[config.mk]
export PLATFORM = sky130hd
export DESIGN_NAME = stage_fetch_buf
export DESIGN_NICKNAME = d
export VERILOG_FILES = /design/src/rtl/stage_fetch_buf_pkg.sv /design/src/rtl/fetch_buf_ptr.sv /design/src/rtl/stage_fetch_buf.sv
export SDC_FILE = /design/constraint.sdc
export NUM_CORES = 1
export LEC_CHECK = 0
export BUFFER_PORTS_ARGS = -buffer_cell sky130_fd_sc_hd__buf_2
export CAP_MARGIN = 0
export CORE_MARGIN = 2
export CORE_UTILIZATION = 55
export CTS_CLUSTER_DIAMETER = 50
export DETAILED_ROUTE_END_ITERATION = 8
export HOLD_SLACK_MARGIN = 0.05
export PLACE_DENSITY = 0.91
export SLEW_MARGIN = 20
export SYNTH_ARGS = -nofsm -noshare
export SYNTH_HDL_FRONTEND = slang
export SYNTH_SLANG_ARGS = --single-unit
[constraint.sdc]
create_clock -name clk -period 9.8 [get_ports clk]
set_input_delay 0.98 -clock clk [delete_from_list [all_inputs] [get_ports clk]]
set_output_delay 0.98 -clock clk [all_outputs]
set_load 0.05 [all_outputs]
[src/rtl/stage_fetch_buf_pkg.sv]
// Shared definitions for the fetch-to-decode skid buffer.
// Holds the datapath widths, the default empty-slot instruction word,
// the reset PC that benches use as a stream origin, and the stored entry type.
package stage_fetch_buf_pkg;

    // Architectural widths of a fetched instruction and its address.
    localparam int unsigned PC_W    = 32;
    localparam int unsigned INSTR_W = 32;

    // Instruction word presented to decode when nothing is buffered.
    localparam logic [INSTR_W-1:0] NOP_INSTR_DEF = 32'h0000_0000;

    // First PC fetched after reset; used to build expected PC streams.
    localparam logic [PC_W-1:0] PC_RESET = 32'h0000_3000;

    // One buffered fetch result.
    typedef struct packed {
        logic [PC_W-1:0]    pc;
        logic [INSTR_W-1:0] instr;
    } fetch_entry_t;

endpackage : stage_fetch_buf_pkg

[src/rtl/fetch_buf_ptr.sv]
// Wrapping pointer register for the fetch buffer.
// Counts 0..DEPTH-1 and wraps naturally because DEPTH is a power of two.
// A clear returns the pointer to slot 0 and takes priority over an increment.
module fetch_buf_ptr #(
    parameter int unsigned DEPTH = 2
) (
    input  logic                     clk,
    input  logic                     reset,
    input  logic                     clear,
    input  logic                     inc,
    output logic [$clog2(DEPTH)-1:0] ptr
);

    localparam int unsigned PW = $clog2(DEPTH);

    logic [PW-1:0] ptr_q;
    logic [PW-1:0] ptr_d;

    // Next pointer value: clear wins, otherwise step by one on inc.
    always_comb begin
        // NOTE: every signal driven here gets a default first so no path leaves it unassigned (no latch).
        ptr_d = ptr_q;
        if (clear) begin
            ptr_d = '0;
        end else if (inc) begin
            ptr_d = ptr_q + PW'(1);
        end
    end

    // Pointer register with synchronous active-low reset.
    always_ff @(posedge clk) begin
        // NOTE: state is updated with <= so every register samples pre-edge values regardless of block order.
        if (!reset) begin
            ptr_q <= '0;
        end else begin
            ptr_q <= ptr_d;
        end
    end

    assign ptr = ptr_q;

endmodule : fetch_buf_ptr

[src/rtl/stage_fetch_buf.sv]
// Instruction skid buffer between fetch and decode.
// Captures {pc, instr} pairs from fetch over a valid/ready handshake, holds up
// to DEPTH of them in a circular array, and presents the oldest to decode.
// A flush (control-flow redirect) discards every buffered entry and any push
// in the same cycle. in_ready depends only on the occupancy, never on
// out_ready, so a full buffer refuses a push even while it is being drained.
// Optional feature: define FETCH_BUF_STALL_CNT_EN to add the stall_cnt output,
// a saturating count of cycles where fetch offered an instruction that was
// refused for lack of space.
module stage_fetch_buf
    import stage_fetch_buf_pkg::*;
#(
    parameter int unsigned      DEPTH     = 2,
    parameter logic [INSTR_W-1:0] NOP_INSTR = NOP_INSTR_DEF
) (
    input  logic                       clk,
    input  logic                       reset,
    input  logic                       flush,
    input  logic                       in_valid,
    output logic                       in_ready,
    input  logic [PC_W-1:0]            in_pc,
    input  logic [INSTR_W-1:0]         in_instr,
    output logic                       out_valid,
    input  logic                       out_ready,
    output logic [PC_W-1:0]            out_pc,
    output logic [INSTR_W-1:0]         out_instr,
    output logic [$clog2(DEPTH+1)-1:0] count
`ifdef FETCH_BUF_STALL_CNT_EN
    ,
    output logic [31:0]                stall_cnt
`endif
);

    localparam int unsigned PW = $clog2(DEPTH);
    localparam int unsigned CW = $clog2(DEPTH+1);
    localparam logic [CW-1:0] FULL_CNT = CW'(DEPTH);

    fetch_entry_t  mem_q [DEPTH];
    fetch_entry_t  head;
    fetch_entry_t  wr_entry;

    logic [PW-1:0] rd_ptr;
    logic [PW-1:0] wr_ptr;
    logic [CW-1:0] count_q;
    logic [CW-1:0] count_d;

    logic          push;
    logic          pop;

    // Handshake qualification: a flush suppresses both sides of the transfer.
    always_comb begin
        in_ready  = (count_q != FULL_CNT);
        out_valid = (count_q != '0);
        push      = in_valid  & in_ready  & ~flush;
        pop       = out_valid & out_ready & ~flush;
    end

    // Read and write pointers; flush returns both to slot 0.
    fetch_buf_ptr #(
        .DEPTH (DEPTH)
    ) u_rd_ptr (
        .clk   (clk),
        .reset (reset),
        .clear (flush),
        .inc   (pop),
        .ptr   (rd_ptr)
    );

    fetch_buf_ptr #(
        .DEPTH (DEPTH)
    ) u_wr_ptr (
        .clk   (clk),
        .reset (reset),
        .clear (flush),
        .inc   (push),
        .ptr   (wr_ptr)
    );

    // Occupancy next state: push/pop adjust it, flush empties the buffer.
    always_comb begin
        count_d = count_q;
        if (flush) begin
            count_d = '0;
        end else begin
            unique case ({push, pop})
                2'b10:   count_d = count_q + CW'(1);
                2'b01:   count_d = count_q - CW'(1);
                default: count_d = count_q;
            endcase
        end
    end

    // Occupancy register; reset overrides flush and handshakes.
    always_ff @(posedge clk) begin
        if (!reset) begin
            count_q <= '0;
        end else begin
            count_q <= count_d;
        end
    end

    // Entry storage written at the tail on every accepted push.
    assign wr_entry = '{pc: in_pc, instr: in_instr};

    always_ff @(posedge clk) begin
        // NOTE: the array is deliberately not reset; count gating keeps stale slots off the outputs.
        if (push) begin
            mem_q[wr_ptr] <= wr_entry;
        end
    end

    // Head presentation, gated by occupancy so empty slots never leak out.
    always_comb begin
        head      = mem_q[rd_ptr];
        out_pc    = '0;
        out_instr = NOP_INSTR;
        if (out_valid) begin
            out_pc    = head.pc;
            out_instr = head.instr;
        end
    end

    assign count = count_q;

`ifdef FETCH_BUF_STALL_CNT_EN
    logic [31:0] stall_q;
    logic [31:0] stall_d;

    // Stall counter next state: count refused offers, hold at all-ones.
    always_comb begin
        stall_d = stall_q;
        if (in_valid && !in_ready && (stall_q != 32'hFFFF_FFFF)) begin
            stall_d = stall_q + 32'd1;
        end
    end

    // Stall counter register; only reset clears it, flush leaves it alone.
    always_ff @(posedge clk) begin
        if (!reset) begin
            stall_q <= '0;
        end else begin
            stall_q <= stall_d;
        end
    end

    assign stall_cnt = stall_q;
`endif

endmodule : stage_fetch_buf

== Yosys cells after proc, flatten, opt, wreduce, memory -nomap -nowiden ==
Memories as Yosys holds them, arrays and structs flattened. A register that Yosys moved wholly into a read port is not among the register bits.
Cells that the tools add are included.

* Bits of input ports: 69
* Flip-flop bits (word level): 4
* Bits in writable memories: 128
* Output and inout bits: 68
* Memories: 1
* Logic and storage cells: 27

* Equality and inequality tests: 3
* Bitwise logic cells: 6
* Reduce and logical (&&, ||, !) cells: 3
* Muxes and demuxes: 7
* Add/subtract/negate cells: 4

{| class="wikitable"
|+ Memory list
! name !! words !! bits a word !! read ports !! clocked after Yosys merged registers in !! write ports !! RTL line !! text
|-
| mem_q || 2 || 64 || 1 || 1 || 1 || stage_fetch_buf.sv:38 || <nowiki>fetch_entry_t mem_q [DEPTH];</nowiki>
|}

{| class="wikitable"
|+ Operator list
! kind !! number
|-
| 2-to-1 mux 32 bit || 2
|-
| bitwise AND 1 bit || 4
|-
| 2-to-1 mux 1 bit || 4
|-
| case mux 2 bit (2 select lines) || 1
|-
| nonzero test 2 bit || 2
|-
| adder 1 bit (second input constant) || 2
|-
| adder 2 x 1 -> 2 bit (second input constant) || 1
|-
| == test 2 x 1 -> 1 bit (second input constant) || 1
|-
| == test 2 bit (second input constant) || 1
|-
| != test 2 bit (second input constant) || 1
|-
| inverter 1 bit || 2
|-
| OR reduction 2 bit || 1
|-
| subtractor 2 x 1 -> 2 bit (second input constant) || 1
|}

== Logic depth before layout (Yosys ltp) ==
* Depth after elaboration: 5
* Depth in mapped cells: 6
* Gate-level depth less buffers: 6

== By module ==
Synthesis repeated with hierarchy kept, for this count alone.

* Cells, all modules: 295
* Area total of the unflattened synthesis: 5028.6 um2

{| class="wikitable"
|+ By module, submodules not included
! module !! cells an instance !! area an instance (um2) !! times used !! sequential area each (um2)
|-
| stage_fetch_buf || 289 || 4946.0 || 1 || 3883.7
|-
| fetch_buf_ptr || 3 || 41.3 || 2 || 20.0
|}

== Worst setup path after synthesis ==
OpenSTA, ideal clock, no wires.

* Kind: flip-flop to flip-flop
* Start point: reg count_q[0] (netlist: count[0])
* End point: mem mem_q[0][0] (netlist bit), enable pin
* Data arrival time: 4175 ps
* Path buffers: 0
* Required time: 9313 ps
* Cell stages (with the launch flop): 4
* Setup slack: 5139 ps
* Period minus slack after synthesis: 4661 ps
* Setup time: 487 ps
* Cell sequence: dfxtp_1 -> nand2b_1 -> nand3_1 -> nor2_1

* Longest elaborated chain between the ends: 5

{| class="wikitable"
|+ Ends and longest elaborated chain
! element !! RTL line !! text
|-
| start, declared || stage_fetch_buf.sv:44 || <nowiki>logic [CW-1:0] count_q;</nowiki>
|-
| start signal, assigned || stage_fetch_buf.sv:98 || <nowiki>count_q <= count_d;</nowiki>
|-
| != test 2 bit || stage_fetch_buf.sv:52 || <nowiki>in_ready = (count_q != FULL_CNT);</nowiki>
|-
| named net in_ready || stage_fetch_buf.sv:20 || <nowiki>output logic in_ready,</nowiki>
|-
| bitwise AND 1 bit (2 in a row) || stage_fetch_buf.sv:54 || <nowiki>push = in_valid & in_ready & ~flush;</nowiki>
|-
| 2-to-1 mux 1 bit || stage_fetch_buf.sv:107 || <nowiki>if (push) begin</nowiki>
|-
| 2-to-1 mux 1 bit (not written as such) || stage_fetch_buf.sv:108 || <nowiki>mem_q[wr_ptr] <= wr_entry;</nowiki>
|-
| end, declared || stage_fetch_buf.sv:38 ||
|}

The timed path passes the listed nets, and every way through them passes these cells.

==> impl_metrics.csv <==
group,metric,value,unit
place,placed_cells,532,
pwr,irDropWorstVdd,0.149,mV
finish,n_antenna_cell,0,
clock_network,cts_tree,"built",
clock_network,htreeDepth,4,
finish,drive_above_1_share,38.0,%
critical_path,cp_slowest_stage_delay,1040,ps
pwr,netSwitchingFraction,20.2,%
clock_network,cts.clk_slew.worst_paths,60,ps
timing,skew,7.31,ps
floorplan,die-area,0.00994,mm2
finish,final_common_cell,"buf_2",
timing,slew_violations,0,
global_route,grt.overflow.total,0,
global_route,antenna_found_initial,0,
global_route,grt_pass1_wl,13900,um
clock_network,cts-buffers-inserted,17,
floorplan,rows,34,
floorplan,ios,137,
critical_path,slowest_stage,"dfxtp_4",
critical_path,startpoint_type,"flop",
pwr,p_int,1.13,mW
min_path,min_path_cells,2,
global_route,grt_use_total,18.5,%
finish,fillCellCount,566,
timing,post-route-min-period,3260,ps
critical_path,crit_required,8820,ps
place,gp_congestion,0.731,
clock_network,postCtsResizedCells,0,
finish,final_nets,513,
clock_network,cts_buffer_depth,2,
global_route,grt_pass1_vias,2935,
synthesis,netlist_instances,299,
critical_path,cp_max_fo,64,
pwr,p_per_area,219,mW/mm2
synthesis,synth_nets,369,
critical_path,r2r_cells,4,
critical_path,cpLargestDelayFamily,"flip-flops",
pwr,power_frac_seq,45.7,%
critical_path,cp.buffers_inverters,1,
timing,setup-violations-final,0,
floorplan,die_h,99.7,um
drt,post_drt_wl_per_cell,16.1,um
timing,fin_ws,6540,ps
timing,max_slew_margin,25.4,%
floorplan,start_util,57.2,%
critical_path,crit_type,"flop to output port",
finish,mostFrequentLayoutCells,"136 x buf_2, 128 x edfxtp_1, 68 x nor2_1, 64 x mux2i_1, 16 x clkbuf_16",
critical_path,cp_num_cells,3,
pwr,switchingPower,286,uW
synthesis,synth_seq_cells,133,
finish,instances_no_fill,563,
run,cap_violations,0,
timing,tns,0,ps
synthesis,yosysWarningCount,0,
synthesis,postSynthAreaPerCell,16.9,um2
synthesis,syn-cell-area,0.00504,mm2
timing,hold_viol,0,
global_route,grt_max_degree,66,
pwr,power.static_leakage,2.45,nW
place,io_buffers,136,
timing,rsz0062_at_grt,"false",
pwr,p_comb_share,5.9,%
critical_path,worstPathArrival,2280,ps
clock_network,post-cts-setup-buffer-count,0,
timing,fmaxAchievable,307,MHz
synthesis,synth.yosys.seq_area_share,78.3,%
drt,drtPass1Iterations,4,
drt,post_drt_via_cell_ratio,5.15,
finish,register_area,0.00395,mm2
pwr,clkPwrFrac,48.3,%
finish,synthToLayoutAreaGrowth,28.4,%
timing,fin_crit_sh,33.3,%
drt,drt_iter0_drc,166,
floorplan,coreArea,0.00881,mm2
clock_network,cts_sinks,133,
critical_path,cp_cell_sequence,"mux2i_1 -> nor2_1 -> buf_2",
place,place_ws,6700,ps
critical_path,end_kind,"output port",
run_status,status,"finished clean",
min_path,hp-class,"flop to flop",
finish,multi_input_area,0.00102,mm2
drt,drc_errors,0,
clock_network,clkLatencyLatePin,500,ps
floorplan,die_x,99.7,um
drt,final_antenna_net_count,0,
timing,tightestPinTransition,1120,ps
clock_network,holdBufCountCts,0,
place,dp_hpwl,5540,um
drt,vias,2897,
drt,drt-total-wl,9050,um
synthesis,netlist-cell-type-count,18,
clock_network,root_buffer,"clkbuf_8",
power groups by stage:
stage | combinational (mW) | sequential, mW | clock (mW)
after detailed placement | 0.0843 | 0.659 | 0
final | 0.0840 | 0.648 | 0.684
after CTS | 0.0848 | 0.648 | 0.697
after floorplan | 0.0535 | 0.659 | 0
after global routing | 0.0900 | 0.649 | 0.716
after global placement | 0.0820 | 0.658 | 0
worst min-delay path: cells and delay by family, from the launching register on:
family	cells	cell delay (ps)
flops	1	330
simple gates	1	80
xor+xnor	1	80
routing by layer:
layer  share of wire, %  vias to the layer above  wire [um]  global-route usage, %
met1                 39                     1394       3580                   21.0
met3                5.6                       12        510                   5.48
li1                   -                     1391          -                      -
met4                1.4                        0        127                   7.69
met5                  0                        -          0                      0
met2                 53                      100       4840                   32.6
worst paths after layout:
kind	startpoint	to	slack, ps
max	flop	out_instr[15]	6540
min	u_rd_ptr.ptr	u_rd_ptr.ptr	520
max reg2reg	count[0]	mem_q[0][28]	7230
min reg2reg	u_rd_ptr.ptr	u_rd_ptr.ptr	520
per-stage QoR:
step,hold WS (ps),util [%],instance area [um2],power (mW)
2_1_floorplan,472,-,5040,0.712
3_3_place_gp,486,66.1,5820,0.740
3_5_place_dp,500,66.1,5820,0.744
4_1_cts,518,73.4,6470,1.43
5_1_grt,540,73.4,6470,1.46
6_report,520,73.4,6470,1.42
area by class of cell:
class,instances,area share (%)
inverter,3,0.174
clock buffer,18,6.46
clock inverter,13,3.56
sequential,133,61.0
timing repair buffer,139,10.9
multi-input combinational,149,15.8
tap,108,2.09
logic make-up (layout without fill, tap and decap cells):
| group | count (synthesis) | in the layout | synth area share (%) |
|---|---|---|---|
| AO/OA/AOI/OAI | 5 | 5 | 0.546 |
| XOR/XNOR | 3 | 3 | 0.522 |
| adder cells (fa/ha/maj) | 1 | 1 | 0.248 |
| buffers and inverters | 17 | 173 | 1.89 |
| flip-flops | 133 | 133 | 78.3 |
| multiplexers | 64 | 64 | 12.7 |
| AND/OR/NAND/NOR | 76 | 76 | 5.81 |
flip-flops by register name, summed over array words and instances (netlist names), named ones only:
signal,flops
count,2
mem_q,128
u_rd_ptr.ptr,1
u_wr_ptr.ptr,1
synth_stat cells (all sizes together):
master	count	area, um2
o21ai	2	10.0
xor2	2	17.5
or3	1	6.26
xnor2	1	8.76
mux2i	64	641
a21oi	2	10.0
nand2b	1	6.26
ha	1	12.5
edfxtp	128	3840
nand3	2	10.0
nand2	1	3.75
dfxtp	5	100
a21o	1	7.51
nor2	71	267
inv	3	11.3
clkbuf	1	3.75
buf	13	80.1
Power figures use the tool's default switching activity.
